[src/rtl/fir_coef_ctrl.sv]
// rtl/fir_coef_ctrl.sv - double-buffered run-time coefficient controller for the folded 101-tap FIR
//
// Loads a coefficient set into the inactive (shadow) bank over a valid/ready
// stream, swaps banks on the next sample strobe, then holds out_valid low
// while the FIR tap line and adder tree re-settle.
//
// Optional feature: define FIR_COEF_CTRL_CHECKSUM_EN to add coef_sum, the
// wrapping sum of the most recently activated set.
//
// Ports:
//   sys_clk     system clock, rising edge
//   reset       asynchronous active-high reset
//   sam_clk_en  one-cycle sample strobe shared with the FIR
//   wr_valid    coefficient word valid
//   wr_ready    controller accepts a word (IDLE/LOAD only)
//   wr_data     signed coefficient, sent in index order 0..NUM_COEF-1
//   wr_last     final word of a set
//   coef_bus    active bank, coefficient k at [k*WIDTH +: WIDTH]
//   bank_sel    index of the active bank
//   busy        high whenever the FSM is not IDLE
//   out_valid   FIR output is trustworthy
//   coef_sum    (checksum build only) sum of the active set
//   err_len     one-cycle pulse when a set is rejected

module fir_coef_ctrl #(
  parameter int WIDTH          = 18,
  parameter int NUM_COEF       = 51,
  parameter int PTR_W          = 6,
  parameter int SETTLE_SAMPLES = 110
) (
  input  logic                      sys_clk,
  input  logic                      reset,
  input  logic                      sam_clk_en,
  input  logic                      wr_valid,
  output logic                      wr_ready,
  input  logic [WIDTH-1:0]          wr_data,
  input  logic                      wr_last,
  output logic [NUM_COEF*WIDTH-1:0] coef_bus,
  output logic                      bank_sel,
  output logic                      busy,
  output logic                      out_valid,
`ifdef FIR_COEF_CTRL_CHECKSUM_EN
  output logic [WIDTH-1:0]          coef_sum,
`endif
  output logic                      err_len
);

  localparam int CNT_W = $clog2(SETTLE_SAMPLES + 1);
  localparam logic [CNT_W-1:0] SETTLE_LAST = CNT_W'(SETTLE_SAMPLES);
  localparam logic [PTR_W-1:0] PTR_LAST    = PTR_W'(NUM_COEF - 1);

  typedef enum logic [1:0] {IDLE, LOAD, ARMED, SETTLE} state_t;

  state_t            state;
  logic [PTR_W-1:0]  wr_ptr;
  logic [CNT_W-1:0]  settle_cnt;
  logic [WIDTH-1:0]  bank0 [NUM_COEF];
  logic [WIDTH-1:0]  bank1 [NUM_COEF];
  logic              accept;

  assign wr_ready = (state == IDLE) || (state == LOAD);
  assign busy     = (state != IDLE);
  assign accept   = wr_valid && wr_ready;

  for (genvar k = 0; k < NUM_COEF; k++) begin : g_bus
    assign coef_bus[k*WIDTH +: WIDTH] = bank_sel ? bank1[k] : bank0[k];
  end

  // Shadow bank write. wr_ptr is always 0 in IDLE (reset, reject and
  // completion all clear it), so the first word of a set lands in slot 0.
  always_ff @(posedge sys_clk or posedge reset) begin
    if (reset) begin
      for (int i = 0; i < NUM_COEF; i++) begin
        bank0[i] <= '0;
        bank1[i] <= '0;
      end
    end else if (accept) begin
      if (bank_sel) bank0[wr_ptr] <= wr_data;
      else          bank1[wr_ptr] <= wr_data;
    end
  end

  always_ff @(posedge sys_clk or posedge reset) begin
    if (reset) begin
      state      <= IDLE;
      wr_ptr     <= '0;
      bank_sel   <= 1'b0;
      out_valid  <= 1'b0;
      err_len    <= 1'b0;
      settle_cnt <= '0;
    end else begin
      err_len <= 1'b0;
      case (state)
        IDLE: begin
          if (accept) begin
            if (wr_last) begin
              err_len <= 1'b1;
              wr_ptr  <= '0;
            end else begin
              wr_ptr <= PTR_W'(1);
              state  <= LOAD;
            end
          end
        end
        LOAD: begin
          if (accept) begin
            if (wr_ptr == PTR_LAST) begin
              wr_ptr <= '0;
              if (wr_last) begin
                state <= ARMED;
              end else begin
                err_len <= 1'b1;
                state   <= IDLE;
              end
            end else if (wr_last) begin
              wr_ptr  <= '0;
              err_len <= 1'b1;
              state   <= IDLE;
            end else begin
              wr_ptr <= wr_ptr + 1'b1;
            end
          end
        end
        ARMED: begin
          // Swap only on a sample boundary so the FIR never sees a mixed set.
          if (sam_clk_en) begin
            bank_sel   <= ~bank_sel;
            out_valid  <= 1'b0;
            settle_cnt <= '0;
            state      <= SETTLE;
          end
        end
        SETTLE: begin
          if (sam_clk_en) begin
            settle_cnt <= settle_cnt + 1'b1;
            if (settle_cnt + 1'b1 == SETTLE_LAST) begin
              out_valid <= 1'b1;
              state     <= IDLE;
            end
          end
        end
        default: state <= IDLE;
      endcase
    end
  end

`ifdef FIR_COEF_CTRL_CHECKSUM_EN
  logic [WIDTH-1:0] run_sum;

  // Running sum restarts on every first word; it is only published at the
  // swap, so a rejected set never disturbs coef_sum.
  always_ff @(posedge sys_clk or posedge reset) begin
    if (reset) begin
      run_sum  <= '0;
      coef_sum <= '0;
    end else begin
      if (accept) run_sum <= (state == IDLE) ? wr_data : run_sum + wr_data;
      if (state == ARMED && sam_clk_en) coef_sum <= run_sum;
    end
  end
`endif

endmodule

[config.mk]
export PLATFORM = sky130hd
export DESIGN_NAME = fir_coef_ctrl
export DESIGN_NICKNAME = d
export VERILOG_FILES = /design/src/rtl/fir_coef_ctrl.sv
export SDC_FILE = /design/constraint.sdc
export NUM_CORES = 2
export LEC_CHECK = 0
export ABC_CLOCK_PERIOD_IN_PS = 131000
export BUFFER_PORTS_ARGS = -buffer_cell sky130_fd_sc_hd__buf_2
export CORE_ASPECT_RATIO = 0.8
export CORE_MARGIN = 2
export CORE_UTILIZATION = 55
export DETAILED_ROUTE_END_ITERATION = 7
export PLACE_DENSITY = 0.81
export SYNTH_ARGS = -nofsm -noshare
export SYNTH_HDL_FRONTEND = slang
export SYNTH_SLANG_ARGS = --single-unit
[constraint.sdc]
create_clock -name sys_clk -period 131 [get_ports sys_clk]
set_input_delay 13.1 -clock sys_clk [delete_from_list [all_inputs] [get_ports sys_clk]]
set_output_delay 13.1 -clock sys_clk [all_outputs]
set_load 0.005 [all_outputs]
==> metrics.yaml <==
finish:
  area_delta_synth_final_pct: 15.26
  nets: 6060
  fillers: 10333
  drive_above_1_share: 0.6679
  fin_util: 0.6390
timing:
  hold_violations: 0
  tightest_slew_ps: 1338
  clock_skew_ps: 47.62
  setup_viol: 0
  fmax_ghz: 0.05362
  rsz0062_at_grt: "no"
  fin_ws_ps: 112350
  relSlewSlack: 0.1083
  fin_crit_ps: 18650
  fin_tns_setup_ps: 0
  final.period_utilization: 0.1424
  slew_violations: 0
floorplanning:
  dieArea_sq_um: 149600
  io_pins: 946
  start_util: 0.5544
  core_area_sq_um: 145300
  die_y_um: 346.3
  num_rows: 125
  dieWidth_um: 431.9
placement:
  gp_congestion: 0.8719
  dp_worst_setup_slack_ps: 112510
  numPortBuffers: 945
  hpwl_mm: 144.8
cts:
  cts_made_buffers: 175
  cts_hold_buf: 0
  cts_resized: 0
  cts_tree: "built"
  clock_latency_ps: 830
  cts-root-buf: "clkbuf_16"
  cts_sinks: 1854
  clk_pin_slew_ps: 60
  clockBufferDepth: 3
  htreeDepth: 4
  postCtsSetupBuffers: 0
critical_path:
  arrival_ps: 5550
  timing.rr.end: "bank0[291]$_DFFE_PP0P_"
  crit_slowest_cell: "dfrtp_4"
  critical_path_class: "flip-flop to primary output"
  max_stage_delay_ps: 1200
  rrSetupSlack_ps: 126890
  worstRegToRegCells: 4
  required_ps: 117900
  cp-start-kind: "flip-flop"
  crit_path_start: "bank_sel$_DFFE_PP0P_"
  path_depth: 5
  crit_buf_inv: 4
  crit_path_end_kind: "primary output"
  crit_top_cell: "buf_4"
  crit_family: "buffers and inverters"
  r2r_start: "bank_sel$_DFFE_PP0P_"
  cp-endpoint: "coef_bus[365]"
  crit_fanout: 177
  cp_cell_sequence: "buf_4, buf_12, buf_4, mux2_2, buf_2"
global_route:
  overflow: 0
  antenna_found_initial: 4
  grt_max_degree: 191
  grt_pass1_wl_mm: 337.2
  grt_pass1_vias: 50376
  grt_use_total: 0.3042
power_and_ir_drop:
  cellPowerDensity_nw_per_um2: 12.76
  vdd_ir_drop_max_uv: 12.43
  p_leak_nw: 50.35
run:
  maxCapViolations: 0
logic_synthesis:
  synth_area_sq_um: 80550
  yosysWarnings: 0
  syn-mean-instance-area_sq_um: 15.29
  synth_top_area_share: 0.5760
  synth_edf_count: 0
  synthFlopType: "dfrtp_1"
  synth_seq_area_share: 0.5760
  yosys.area.top_type: "dfrtp_1"
  synthTopCellsByCount: "mux2_2, dfrtp_1, clkbuf_1"
  synth.most_common_cell: "mux2_2"
  netlist_instances: 5267
  synth.distinct_cells: 39
  synth_area_leaders: "dfrtp_1, mux2_2, clkbuf_1"
  ys_seq_elements: 1854
  async_reset_ff_frac: 1.000
  synth_nets: 5295
drt:
  drc_errors: 0
  wl_per_cell_um: 28.36
  drt_iter0_drc: 2882
  dr_total_vias: 47664
  final_antenna_net_count: 0
  finalWirelength_mm: 229.1
  dr.pass1.iters: 5
  drt-vias-per-instance: 5.900
status:
  outcome: "completed"
min_path:
  worst_hold_path_type: "flip-flop to flip-flop"
-- registers in the layout, summed over array words and instances (netlist names), named ones only --
signal / count
bank_sel: 1
bank0: 918
bank1: 918
wr_ptr: 6
out_valid: 1
settle_cnt: 7
err_len: 1
state: 1
-- where the power goes --
group | internal [mW] | leakage (nW) | switching, mW
Combinational | 0.0132 | 21.7 | 0.0323
Clock | 0.319 | 3.04 | 0.226
Sequential | 0.587 | 25.6 | 0.00781
Total | 0.919 | 50.3 | 0.266
-- worst min-delay path by stage --
stage	start	endpoint	slack, ps	cells past startpoint
after floorplan	bank1[456]$_DFFE_PP0P_	bank1[456]$_DFFE_PP0P_	450	1
after global placement	bank1[456]$_DFFE_PP0P_	bank1[456]$_DFFE_PP0P_	460	1
after detailed placement	bank1[456]$_DFFE_PP0P_	bank1[456]$_DFFE_PP0P_	470	1
after CTS	bank1[456]$_DFFE_PP0P_	bank1[456]$_DFFE_PP0P_	490	1
after global routing	bank0[293]$_DFFE_PP0P_	bank0[293]$_DFFE_PP0P_	500	1
final	bank1[456]$_DFFE_PP0P_	bank1[456]$_DFFE_PP0P_	480	1
-- final cells by class --
cell class / count / area, sq um / share of cell area
Clock inverter: 61 / 1079 / 0.01162
Timing Repair Buffer: 1014 / 5355 / 0.05768
Antenna cell: 5 / 12.51 / 0.0001348
Sequential cell: 1854 / 46400 / 0.4997
Clock buffer: 253 / 5134 / 0.05529
Inverter: 6 / 30.03 / 0.0003234
Tap cell: 1905 / 2384 / 0.02567
Multi-Input combinational cell: 2981 / 32450 / 0.3495
-- cell usage in the layout (no fill, tap or decap), drive strengths merged, types with 3 or more instances in the layout --
cell type / count
mux2: 2754
dfrtp: 1854
buf: 1014
clkbuf: 253
nand2: 95
nor2: 46
clkinv: 28
bufinv: 23
o21ai: 13
inv: 13
nor3: 9
nand3: 7
nand2b: 6
mux2i: 6
a21oi: 6
diode: 5
and3: 5
ha: 5
or2: 4
nor3b: 3
nand3b: 3
clkinvlp: 3
-- worst register-to-register path, delay by kind of cell, from the launching register on --
kind	cells	cell delay (ps)
flip-flops	1	1200
multiplexers	1	550
AND/OR/NAND/NOR	3	2230
-- per-layer routing --
metal | routed length (um) | track usage | vias up
met5 | 11 | 0 | -
met4 | 16180 | 0.1887 | 2
met3 | 12820 | 0.06297 | 532
met2 | 108300 | 0.4833 | 1405
met1 | 91780 | 0.3829 | 25413
li1 | - | - | 20312
-- cell families after synthesis --
| kind of cell | synth area share |
|---|---|
| DFF | 0.5760 |
| muxes | 0.3857 |
| adders and majority gates | 0.0007767 |
| AOI/OAI and AO/OA | 0.002097 |
| and+or+nand+nor | 0.01345 |
| xor gates and xnor gates | 0.0002175 |
| buffers and inverters | 0.02175 |
-- metrics by stage --
stage	power, mW	hold slack, ps	cell area (sq um)	cells
final	1.185	482.9	92850	8079
after global routing	1.221	504.9	92840	8075
after CTS	1.193	485.2	92830	8074
after detailed placement	0.6512	469.8	86620	7760
after global placement	0.6480	464.0	86620	7760
after floorplan	0.6346	452.2	80550	5267
Note: power is estimated with default switching activity, not from simulation.
